--- config.mk ---
export PLATFORM = sky130hd
export DESIGN_NAME = fifo_rd_stream
export DESIGN_NICKNAME = d
export VERILOG_FILES = /design/src/rtl/fifo_rd_stream.sv
export SDC_FILE = /design/constraint.sdc
export NUM_CORES = 1
export LEC_CHECK = 0
export CORE_MARGIN = 4
export CORE_UTILIZATION = 43
export DETAILED_ROUTE_END_ITERATION = 8
export GPL_TIMING_DRIVEN = 0
export HOLD_SLACK_MARGIN = 0.15
export PLACE_DENSITY = 0.76
export SLEW_MARGIN = 20
export SYNTH_ARGS = -nofsm -noshare
export SYNTH_HDL_FRONTEND = slang
export SYNTH_SLANG_ARGS = --single-unit
--- constraint.sdc ---
create_clock -name CLK -period 2.87 [get_ports CLK]
set_clock_uncertainty 0.2 [all_clocks]
set_input_delay 0.861 -clock CLK [delete_from_list [all_inputs] [get_ports CLK]]
set_output_delay 0.861 -clock CLK [all_outputs]
set_load 0.1 [all_outputs]
--- src/rtl/fifo_rd_stream.sv ---
// Read-side consumer for the async FIFO: pops words through the FIFO read port
// and re-times them onto a valid/ready stream through a 2-entry register buffer.
module fifo_rd_stream #(
   parameter int Data_width = 8,
   parameter int RD_LAT     = 1,
   parameter int CNT_W      = 16
) (
   input  logic                  CLK,
   input  logic                  RST,
   input  logic                  Rempty,
   input  logic [Data_width-1:0] Rdata,
   output logic                  Rinc,
   output logic [Data_width-1:0] Out_data,
   output logic                  Out_valid,
   input  logic                  Out_ready,
   output logic [CNT_W-1:0]      Word_cnt
);

   logic [1:0]            occ;
   logic                  infl;
   logic [Data_width-1:0] head_data;
   logic [Data_width-1:0] tail_data;
   logic                  pop;
   logic                  cap;
   logic [2:0]            committed;
   logic [1:0]            wr_pos;

   // Request stage: words already held or in flight count against the two slots,
   // and a same-cycle pop frees one, so backpressure can never overflow the buffer.
   always_comb begin
      pop       = Out_valid & Out_ready;
      committed = {1'b0, occ} + {2'b00, infl} - {2'b00, pop};
      Rinc      = ~RST & ~Rempty & (committed < 3'd2);
      cap       = (RD_LAT == 0) ? Rinc : infl;
      wr_pos    = occ - {1'b0, pop};
   end

   // Capture stage: a pop shifts the tail forward first, then the captured word
   // lands behind whatever remains, keeping the stream in order.
   always_ff @(posedge CLK) begin
      if (RST) begin
         occ       <= 2'd0;
         infl      <= 1'b0;
         head_data <= '0;
         tail_data <= '0;
         Word_cnt  <= '0;
      end else begin
         infl <= (RD_LAT != 0) & Rinc;
         occ  <= occ + {1'b0, cap} - {1'b0, pop};
         if (pop) begin
            head_data <= tail_data;
            Word_cnt  <= Word_cnt + CNT_W'(1);
         end
         if (cap) begin
            if (wr_pos == 2'd0) begin
               head_data <= Rdata;
            end else begin
               tail_data <= Rdata;
            end
         end
      end
   end

   assign Out_valid = (occ != 2'd0);
   assign Out_data  = head_data;

endmodule

# Word-level counts from Yosys, hierarchy flattened
# Index checks and enable logic that the tools add are counted.
word_totals:
  word_cells: 24
  romBits: 0
  latchBits: 0
  mem_bits_rw: 0
  output_inout_bits: 26
  inputBits: 12
  memories: 0
  regBits: 35
op_classes:
  n_div: 0
  bitwise_logic: 6
  n_mux: 3
  shifts: 0
  eq_ne: 0
  reduce_logical: 3
  order_cmp: 1
  n_addsub: 6
  multipliers: 0
ops:
  columns: ["operator", "n"]
  rows:
  - ["two-way mux 8 bit", 3]
  - ["adder 16 x 1 -> 16 bit, second input constant", 1]
  - ["subtractor 2 x 1 -> 2 bit", 2]
  - ["adder 2 x 1 -> 3 bit", 1]
  - ["bitwise AND 1 bit", 3]
  - ["< comparator 3 x 2 -> 1 bit, second input constant", 1]
  - ["inverter 1 bit", 3]
  - ["subtractor 3 x 1 -> 3 bit", 1]
  - ["adder 2 x 1 -> 2 bit", 1]
  - ["zero test 2 bit", 1]
  - ["AND reduction 2 bit", 1]
  - ["nonzero test 2 bit", 1]

# Depth between registers and ports, before layout
depth:
  depth_word: 6
  mapped_depth: 9
  mapped_depth_nobuf: 8

# Worst setup path after synthesis
# OpenSTA, ideal clock, no wires.
synth_timing:
  path_type: "register -> output"
  startpoint: "register occ[1]"
  endpoint: "output Rinc"
  path_stages_with_launch: 9
  n_path_buf: 1
  setup_slack_ns: -3.051
  required_time_ns: 1.809
  t_arrival_ns: 4.860
  path_cell_list: "dfxtp_1 buf_4 or2_2 nand2_1 nand2_1 nand2_1 ha_1 fa_1 nor4_1"
synth_between:
  elab_chain_len: 5
  word_cells_on_any_way: 6
  classes_between: "add/sub (2); order compare (1); bitwise (2); reduce/logical (1)"
synth_lines:
  columns: ["item", "line", "text"]
  rows:
  - ["start, declared", "19", "logic [1:0] occ;"]
  - ["start signal, assigned", "49", "occ <= occ + {1'b0, cap} - {1'b0, pop};"]
  - ["nonzero test 2 bit", "64", "assign Out_valid = (occ != 2'd0);"]
  - ["named net Out_valid", "14", "output logic Out_valid,"]
  - ["bitwise AND 1 bit", "31", "pop = Out_valid & Out_ready;"]
  - ["subtractor 3 x 1 -> 3 bit", "32", "committed = {1'b0, occ} + {2'b00, infl} - {2'b00, pop};"]
  - ["named net committed[1]", "25", "logic [2:0] committed;"]
  - ["< comparator 3 x 2 -> 1 bit", "33", "Rinc = ~RST & ~Rempty & (committed < 3'd2);"]
  - ["bitwise AND 1 bit", "33", null]
  - ["end, declared", "12", "output logic Rinc,"]
# The timed path passes the listed nets, and every way through them passes these cells.

# Final worst setup path
layout_timing:
  startpoint: "input Out_ready"
  endpoint: "output Rinc"
layout_between:
  elab_chain_len: 4
layout_lines:
  columns: ["item", "line", "text"]
  rows:
  - ["start, declared", "15", "input logic Out_ready,"]
  - ["bitwise AND 1 bit", "31", null]
  - ["subtractor 3 x 1 -> 3 bit", "32", null]
  - ["named net committed[1]", "25", null]
  - ["< comparator 3 x 2 -> 1 bit", "33", null]
  - ["bitwise AND 1 bit", "33", null]
# The timed path passes the listed nets, and every way through them passes these cells.

==> results.cfg <==
[place]
dp_cells = 255
dp_hpwl_um = 2428
port_buffers = 36
place.gp.congestion = 0.7504
dpl_cell_area_um2 = 1958

[critical_path]
ff2ff_path_depth = 9
reg2reg_slack_ns = 0.69
critPathArrivalTime_ns = 2.44
cp-start-kind = input port
r2r_end = cap
endpoint_kind = primary output
reg2reg_from = occ[1]
critPathKind = in -> out
cp.required_ns = 1.81
crit_slowest_cell = fa_2
max_stage_delay_ns = 0.46
cp-endpoint = Rinc
path_cells = buf_12, buf_12, nand2_8, nand2_2, nand2_2, ha_4, fa_2, nor4_4, buf_6
cp_max_fo = 3
startpoint = Out_ready

[timing]
whs_ns = 0.2790
post-route-min-period_ns = 3.501
clock.fmax_mhz = 285.6
rsz0062_at_grt = yes
fin_crit_sh_pct = 122.0
final_max_slew_viol_count = 0
final-setup-viol-count = 1
worst_slew_pin_slew_ns = 0.9708
hold_viol = 0
setup_ws_ns = -0.6310
slew_headroom_pct = 35.54

[routing]
drtPass1Iterations = 4
via_count = 1418
drc = 0
drt_iter0_markers = 70
wl_per_cell_um = 13.23
drtAntennaViolNets = 0
viasPerCell = 5.156
routed_wl_um = 3638

[floorplan]
core_um2 = 3363
io_pins = 38
die_w_um = 67.46
num_rows = 21
die_y_um = 67.46
start_util_pct = 45.20
die-area_um2 = 4551

[power]
p_leak_nw = 0.9157
power.density_nw_per_um2 = 799.9
total_power_w = 0.001712
peakVddDrop_mv = 0.6087

[synth]
yosys-mux-area-fraction_pct = 5.267
syn-instance-count = 173
synthSimpleGateAreaFrac_pct = 24.94
synthAdderAreaFrac_pct = 2.963
synth_compound_area_share_pct = 10.78
syn-cell-area_um2 = 1520
yosysSeqAreaShare_pct = 46.09
synth_nets = 188
synth_top_family_by_area = simple AND/OR/NAND/NOR gates
synth_xor_area_share_pct = 6.914
ys_ff_latch = 35
synth_area_per_cell_um2 = 8.787
ys_warn_count = 0
yosysUniqueCellTypes = 33

[cts]
clk_latency_ns = 0.34
h-tree-depth = 2
clock_sinks = 35
cts_tree = built
clockBufferDepth = 2
cts_made_buffers = 5
cts-root-buf = clkbuf_4
cts.clk_slew.worst_paths_ns = 0.10
cts_hold_buf = 0

[global_route]
antenna_found_initial = 0
overflow = 0
grt_max_degree = 11
first_global_vias = 1292
grt_pass1_wl_um = 5837
grt_usage_pct = 16.99

[layout]
nFillCells = 334
nets = 243
drive_gt1_share_pct = 14.85
n_antenna_cell = 0
final_common_cell = dfxtp_1
synthToLayoutAreaGrowth_pct = 40.74
final_cell_mix = 34 x dfxtp_1, 27 x nor2_1, 24 x nand2_1, 24 x dlygate4sd2_1, 11 x buf_4
stdcell_count = 275
final_cell_area_um2 = 2140

[worst_hold_path]
hold_path.class = reg -> reg
hold_start = tail_data[1]

[job]
cap_violations = 0

[run_status]
status = complete, but fails checks
violations = setup timing
[layer usage]
layer | GRT usage [%] | up-vias | routed length, um
li1 | - | 717 | -
met1 | 21.87 | 667 | 1754
met2 | 26.12 | 26 | 1691
met3 | 4.160 | 8 | 119
met4 | 8.861 | 0 | 72
met5 | 0 | - | 0
[cells in the mapped netlist]
| cell | n | area [um^2] |
|---|---|---|
| o21a_1 | 1 | 7.510 |
| xnor2_1 | 6 | 52.55 |
| nor4_1 | 3 | 18.77 |
| nor2b_1 | 3 | 18.77 |
| nor3_1 | 3 | 15.01 |
| nand4_1 | 4 | 25.02 |
| o21ai_0 | 2 | 10.01 |
| or3_1 | 3 | 18.77 |
| a311oi_1 | 8 | 70.07 |
| or2_1 | 1 | 6.260 |
| nand3_1 | 4 | 20.02 |
| inv_1 | 2 | 7.510 |
| dfxtp_1 | 35 | 700.7 |
| o2111a_1 | 1 | 11.26 |
| o21ai_2 | 1 | 8.760 |
| o31ai_1 | 2 | 15.01 |
| and4_1 | 2 | 17.52 |
| nand2b_1 | 1 | 6.260 |
| nor2_1 | 27 | 101.4 |
| xor2_1 | 6 | 52.55 |
| clkbuf_1 | 7 | 26.28 |
| mux2i_1 | 8 | 80.08 |
| fa_1 | 1 | 20.02 |
| or2_2 | 1 | 6.260 |
| o211ai_1 | 1 | 7.510 |
| buf_4 | 1 | 7.510 |
| buf_2 | 1 | 5.000 |
| o2111ai_1 | 1 | 8.760 |
| a21oi_1 | 5 | 25.02 |
| nand2_1 | 27 | 101.4 |
| ha_1 | 2 | 25.02 |
| or4_1 | 2 | 15.01 |
| or3b_2 | 1 | 8.760 |
[critical path: cells and delay by family]
| family | cells | cell delay [ns] |
|---|---|---|
| and+or+nand+nor | 4 | 0.51 |
| buffers and inverters | 3 | 0.49 |
| adders and majority gates | 2 | 0.59 |
[what timing repair did]
item,4_1_cts,5_1_grt
resized for setup,47,5
pin swaps,4,5
setup endpoints to repair,26,1
setup buffers,5,7
[power by group]
group | internal (W) | switching, W
Combinational | 0.000249 | 0.000607
Sequential | 0.000554 | 0.0000485
Clock | 0.0000954 | 0.000158
Total | 0.000899 | 0.000813
[through the flow]
stage / worst slack, ns / setup TNS [ns] / utilization [%]
floorplan: -1.127 / -1.127 / -
global placement: -2.154 / -3.854 / 58.22
detailed placement: -2.190 / -3.878 / 58.22
CTS: -0.6942 / -0.6942 / 61.09
global route: -0.7306 / -0.7306 / 63.62
finish: -0.6310 / -0.6310 / 63.62
[sequential cells by signal, summed over array words and instances (netlist names)]
name,flops
occ,2
Out_data,8
Word_cnt,16
cap,1
tail_data,8
[cell families after synthesis]
logic type,count (synthesis)
compound gates,22
xor+xnor,12
fa+ha+maj,3
buf+inv,11
flops,35
mux,8
simple gates,82
[worst min path at each step]
stage | depth (start not counted) | slack (ns) | endpoint
after global routing | 2 | 0.30 | Out_data[7]
after global placement | 2 | 0.26 | Out_data[1]
after floorplan | 2 | 0.25 | Out_data[0]
final | 2 | 0.28 | Out_data[1]
after detailed placement | 2 | 0.27 | Out_data[2]
after CTS | 2 | 0.28 | Out_data[4]
[final cells by class]
type,instances,area [um^2],area share (%)
Buffer,9,42.54,1.988
Clock buffer,7,45.04,2.105
Inverter,2,7.507,0.3509
Timing Repair Buffer,48,445.4,20.82
Multi-Input combinational cell,127,834.6,39.01
Sequential cell,35,701.9,32.81
Clock inverter,1,5.005,0.2339
Tap cell,46,57.56,2.690
Power figures use the tool's default switching activity.
